<file path="config.mk">
export PLATFORM = sky130hd
export DESIGN_NAME = pipe_stall_ctrl
export DESIGN_NICKNAME = d
export VERILOG_FILES = /design/src/rtl/pipe_stall_ctrl.sv
export SDC_FILE = /design/constraint.sdc
export NUM_CORES = 1
export LEC_CHECK = 0
export ABC_CLOCK_PERIOD_IN_PS = 2410
export BUFFER_PORTS_ARGS = -buffer_cell sky130_fd_sc_hd__buf_2
export CORE_AREA = 2 2 87 89
export CTS_BUF_LIST = sky130_fd_sc_hd__clkbuf_4 sky130_fd_sc_hd__clkbuf_8
export DETAILED_ROUTE_END_ITERATION = 6
export DIE_AREA = 0 0 89 91
export PLACE_DENSITY_LB_ADDON = 0.3
export SLEW_MARGIN = 20
export SYNTH_ARGS = -nofsm -noshare
export SYNTH_HDL_FRONTEND = slang
export SYNTH_SLANG_ARGS = --single-unit
</file>
<file path="constraint.sdc">
create_clock -name clk -period 2.41 [get_ports clk]
set_input_delay 0.241 -clock clk [delete_from_list [all_inputs] [get_ports clk]]
set_output_delay 0.241 -clock clk [all_outputs]
set_load 0.005 [all_outputs]
</file>
<file path="src/rtl/pipe_stall_ctrl.sv">
// Pipeline stall/flush controller: freezes the pipe for blocking units, injects redirect bubbles.
// Optional trap flush is compiled in with `define PIPE_STALL_CTRL_TRAP_EN.
module pipe_stall_ctrl #(
  parameter int STAGES   = 4,
  parameter int PC_W     = 64,
  parameter int BR_STAGE = 2,
  parameter int CNT_W    = 8,
  parameter int WD_LIMIT = 200
) (
  input  logic                  clk,
  input  logic                  rst,
  input  logic [STAGES-1:0]     blk_req_i,
  input  logic [STAGES-1:0]     blk_done_i,
  input  logic                  redirect_i,
  input  logic [PC_W-1:0]       redirect_pc_i,
  input  logic                  trap_i,
  input  logic [PC_W-1:0]       trap_pc_i,
  output logic [2*STAGES-1:0]   stage_ctrl_o,
  output logic [1:0]            pc_ctrl_o,
  output logic [PC_W-1:0]       pc_new_o,
  output logic [STAGES-1:0]     unit_en_o,
  output logic [CNT_W-1:0]      stall_cnt_o,
  output logic                  wd_o
);

  localparam int OWN_W = (STAGES > 1) ? $clog2(STAGES) : 1;

  localparam logic [1:0] ST_RUN        = 2'd0;
  localparam logic [1:0] ST_STALL      = 2'd1;
  localparam logic [1:0] ST_REDIR      = 2'd2;
  localparam logic [1:0] ST_REDIR_WAIT = 2'd3;

  localparam logic [1:0] F_RUN    = 2'b00;
  localparam logic [1:0] F_BLOCK  = 2'b01;
  localparam logic [1:0] F_BUBBLE = 2'b10;

  localparam logic [1:0] PC_RUN   = 2'b00;
  localparam logic [1:0] PC_BLOCK = 2'b01;
  localparam logic [1:0] PC_LOAD  = 2'b10;

  logic [1:0]        state_reg, state_next;
  logic [OWN_W-1:0]  owner_reg, owner_next;
  logic [CNT_W-1:0]  cnt_reg, cnt_next;
  logic [OWN_W-1:0]  req_owner;
  logic              req_any;
  logic [1:0]        field_val [STAGES];
  logic [STAGES-1:0] en_vec;

`ifndef PIPE_STALL_CTRL_TRAP_EN
  logic unused_trap;
  assign unused_trap = ^{trap_i, trap_pc_i};
`endif

  // Highest requesting index wins ownership of the freeze.
  always_comb begin
    req_any   = |blk_req_i;
    req_owner = '0;
    for (int i = 0; i < STAGES; i++) begin
      if (blk_req_i[i]) req_owner = OWN_W'(i);
    end
  end

  always_comb begin
    state_next = state_reg;
    owner_next = owner_reg;
    pc_ctrl_o  = PC_RUN;
    pc_new_o   = redirect_pc_i;
    en_vec     = '1;
    for (int i = 0; i < STAGES; i++) field_val[i] = F_RUN;

    if (rst) begin
      for (int i = 0; i < STAGES; i++) field_val[i] = F_BUBBLE;
      pc_ctrl_o  = PC_BLOCK;
      en_vec     = '0;
      state_next = ST_RUN;
      owner_next = '0;
    end
`ifdef PIPE_STALL_CTRL_TRAP_EN
    else if (trap_i) begin
      for (int i = 0; i < STAGES; i++) field_val[i] = F_BUBBLE;
      pc_ctrl_o  = PC_LOAD;
      pc_new_o   = trap_pc_i;
      state_next = ST_RUN;
    end
`endif
    else begin
      case (state_reg)
        ST_STALL: begin
          for (int i = 0; i < STAGES; i++) field_val[i] = F_BLOCK;
          pc_ctrl_o         = PC_BLOCK;
          en_vec            = '0;
          en_vec[owner_reg] = 1'b1;
          if (blk_done_i[owner_reg]) state_next = ST_RUN;
        end
        ST_REDIR_WAIT: begin
          for (int i = 0; i < STAGES; i++) field_val[i] = F_BLOCK;
          pc_ctrl_o = PC_BLOCK;
          en_vec    = '0;
          en_vec[0] = 1'b1;
          // Fetch result belongs to the pre-redirect stream: drop it.
          if (blk_done_i[0]) begin
            field_val[0] = F_BUBBLE;
            state_next   = ST_REDIR;
          end
        end
        default: begin
          if (state_reg == ST_REDIR && blk_req_i[0]) begin
            for (int i = 0; i < STAGES; i++) field_val[i] = F_BLOCK;
            pc_ctrl_o  = PC_BLOCK;
            en_vec     = '0;
            en_vec[0]  = 1'b1;
            state_next = ST_REDIR_WAIT;
          end else if (req_any) begin
            for (int i = 0; i < STAGES; i++) field_val[i] = F_BLOCK;
            pc_ctrl_o         = PC_BLOCK;
            en_vec            = '0;
            en_vec[req_owner] = 1'b1;
            owner_next        = req_owner;
            state_next        = ST_STALL;
          end else if (redirect_i) begin
            for (int i = 0; i < BR_STAGE; i++) field_val[i] = F_BUBBLE;
            pc_ctrl_o  = PC_LOAD;
            state_next = ST_REDIR;
          end else begin
            state_next = ST_RUN;
          end
        end
      endcase
    end
  end

  // Counter holds the number of stall cycles including the one being presented.
  always_comb begin
    cnt_next = '0;
    if (state_next == ST_STALL || state_next == ST_REDIR_WAIT) begin
      cnt_next = (cnt_reg == {CNT_W{1'b1}}) ? cnt_reg : cnt_reg + 1'b1;
    end
  end

  always_ff @(posedge clk) begin
    if (rst) begin
      state_reg <= ST_RUN;
      owner_reg <= '0;
      cnt_reg   <= '0;
    end else begin
      state_reg <= state_next;
      owner_reg <= owner_next;
      cnt_reg   <= cnt_next;
    end
  end

  for (genvar gi = 0; gi < STAGES; gi++) begin : g_field
    assign stage_ctrl_o[2*gi +: 2] = field_val[gi];
  end

  assign unit_en_o   = en_vec;
  assign stall_cnt_o = cnt_reg;
  assign wd_o        = (cnt_reg >= CNT_W'(WD_LIMIT));

endmodule
</file>
==> results.py <==
metrics = {
    "run_status": {
        "status": "finished, final reports clean",
    },
    "yosys": {
        "synth_area_per_cell_um2": 7.98,
        "synth-xor-area-share_pct": 0.674,
        "ys_ff_latch": 12,
        "synth-compound-area-share_pct": 13.4,
        "synthAdderAreaFrac_pct": 1.92,
        "synth_ff_type": "dfxtp_1",
        "synth_area_um2": 1300,
        "ys_top_cells_by_area": "buf_4 39%, dfxtp_1 18%, nor2_1 3.2%, a21oi_1 2.3%, o21ai_0 2.3%",
        "synth-async-reset-ratio_pct": 0,
        "synthSimpleGateAreaFrac_pct": 22.0,
        "yosysUniqueCellTypes": 38,
        "synth_top_family_by_area": "buffers and inverters",
        "synth.top_cell.area_share_pct": 39.3,
        "yosysWarningCount": 0,
        "synthMuxAreaShare_pct": 1.64,
        "synth_edf_count": 0,
        "synth.largest_area_cell": "buf_4",
        "yosysSeqAreaShare_pct": 18.5,
        "syn-num-nets": 305,
        "synthCells": 163,
    },
    "drt": {
        "vias_per_cell": 3.79,
        "final_antenna_net_count": 0,
        "first_pass_iters": 4,
        "postRouteWirelength_um": 2750,
        "vias": 868,
        "post_drt_wl_per_cell_um": 12.0,
        "drc": 0,
        "drtIter0Drc": 29,
    },
    "final_layout": {
        "largest_reg_flops": 8,
        "num_antenna_cells": 0,
        "syn_to_final_growth_pct": -13.4,
        "final_nets": 273,
        "drive_gt1_share_pct": 36.9,
        "final_area_um2": 1130,
    },
    "global_route": {
        "grt_pass1_wl_um": 4180,
        "grt-ovfl-total": 0,
        "antenna_found_initial": 0,
        "grt_pass1_vias": 833,
        "grt_max_degree": 17,
        "grtUsageTotal_pct": 6.69,
    },
    "placed_design": {
        "dp_hpwl_um": 2020,
        "gp_congestion": 0.741,
        "placed_area_um2": 1070,
        "port_buffers": 33,
    },
    "clock_network": {
        "cts.repair.resized": 0,
        "cts_sinks": 12,
        "cts_tree": "built",
        "cts_max_path_buffers": 2,
        "cts_hold_buf": 0,
        "clkLatencyLatePin_ns": 0.24,
        "numCtsBuffers": 3,
        "cts_setup_buffers": 0,
        "cts_max_level": 1,
        "cts.clk_slew.worst_paths_ns": 0.05,
        "cts-root-buf": "clkbuf_8",
    },
    "sta": {
        "max_freq_mhz": 591,
        "period_share_pct": 70.2,
        "max_slew_margin_pct": 75.7,
        "finalSetupTns_ns": 0,
        "skew_ns": 0.00595,
        "drv_slew": 0,
        "worst_slew_pin_slew_ns": 0.364,
        "setup_viol": 0,
        "hold_viol_final": 0,
        "finalCriticalPeriod_ns": 1.69,
        "rsz0062_at_grt": "no",
    },
    "critical_path": {
        "end_kind": "primary output",
        "critPathMaxFanout": 7,
        "ff2ff_setup_slack_ns": 0.93,
        "cp.required_ns": 2.17,
        "crit_type": "flip-flop to primary output",
        "worstPathArrival_ns": 1.45,
        "start_kind": "flip-flop",
    },
    "die": {
        "dieArea_um2": 8100,
        "io_pins": 227,
        "die_w_um": 89,
        "rows": 31,
        "coreArea_um2": 7140,
        "dieHeight_um": 91,
        "initial_core_util_pct": 18.2,
    },
    "hold_path": {
        "min_path_type": "input pin to flip-flop",
    },
    "pwr": {
        "powerDensity_nw_per_um2": 551,
        "p_leak_uw": 0.000460,
        "ir_drop_v": 0.000290,
    },
    "job": {
        "maxCapViolCount": 0,
    },
}
## cell usage in the layout (no fill, tap or decap), drive strengths merged, types with 2 or more instances in the layout
cell,n
nand3,4
nand2,4
nand4,2
a21oi,7
o21ai,6
buf,33
ha,2
nor2,11
clkbuf,4
a211oi,4
nor3,7
and4,2
a31oi,4
dfxtp,12
nand2b,2
nand3b,2
nor2b,2
inv,7
## final cells by class
cell class	instances	area, µm²
fillers	850	6010
well taps	99	124
flip-flops and latches	12	240
clock buffers	4	55.1
multi-input cells	74	515
repair buffers	33	165
inverters	7	26.3
## worst max-delay path: stages (launching register included)
cell      delay [ns]
dfxtp_1         0.50
nor2b_1         0.32
nand3b_1        0.11
a21oi_1         0.14
buf_2           0.14
## synth_stat cells (2+ instances only)
cell type and n:
nand2b_1 2, nor2_1 11, clkbuf_1 2, and4_1 2, nand3b_1 2, o21ai_0 6, nand4_1 2, inv_1 7
a211oi_1 4, dfxtp_1 12, a21oi_1 6, nand2_1 3, nand3_1 4, nor3_1 5, buf_4 68, nor2b_1 2
ha_1 2, a31oi_1 3
## where the power goes
group          internal, µW  leakage [µW]  switching, µW
Clock                   144     0.0000288           79.7
Sequential              215     0.0000981           32.4
Combinational          67.8      0.000334           81.1
## stage by stage
step | cells | setup slack, ns | power [µW] | util, % | hold slack, ns
after global routing | 229 | 0.590 | 669 | 15.8 | 0.320
final | 229 | 0.717 | 621 | 15.8 | 0.311
after floorplan | 163 | 1.14 | 428 | - | 0.407
after CTS | 229 | 0.686 | 632 | 15.8 | 0.312
after detailed placement | 225 | 0.831 | 402 | 15.0 | 0.482
after global placement | 225 | 0.834 | 403 | 15.0 | 0.482
## worst paths after layout
| path | start | endpoint | cells past startpoint |
|---|---|---|---|
| max | state_reg[0]$_SDFF_PP0_ | unit_en_o[2] | 4 |
| min | redirect_i | state_reg[1]$_SDFF_PP0_ | 3 |
| min reg2reg | stall_cnt_o[5]$_SDFFE_PP0P_ | stall_cnt_o[5]$_SDFFE_PP0P_ | 2 |
| max reg2reg | owner_reg[1]$_SDFFE_PP0P_ | stall_cnt_o[2]$_SDFFE_PP0P_ | 4 |
## metal layers
layer  global-route usage, %  wire length [µm]
met3                    4.64               409
met5                       0                 0
met4                    3.23                75
met2                    9.45              1120
met1                    7.54              1150
## cell families after synthesis
| family | after synthesis |
|---|---|
| AND/OR/NAND/NOR | 44 |
| XOR/XNOR | 1 |
| AO/OA/AOI/OAI | 25 |
| adder cells (fa/ha/maj) | 2 |
| buffers and inverters | 77 |
| flip-flops | 12 |
| multiplexers | 2 |
Note: power is estimated with default switching activity, not from simulation.
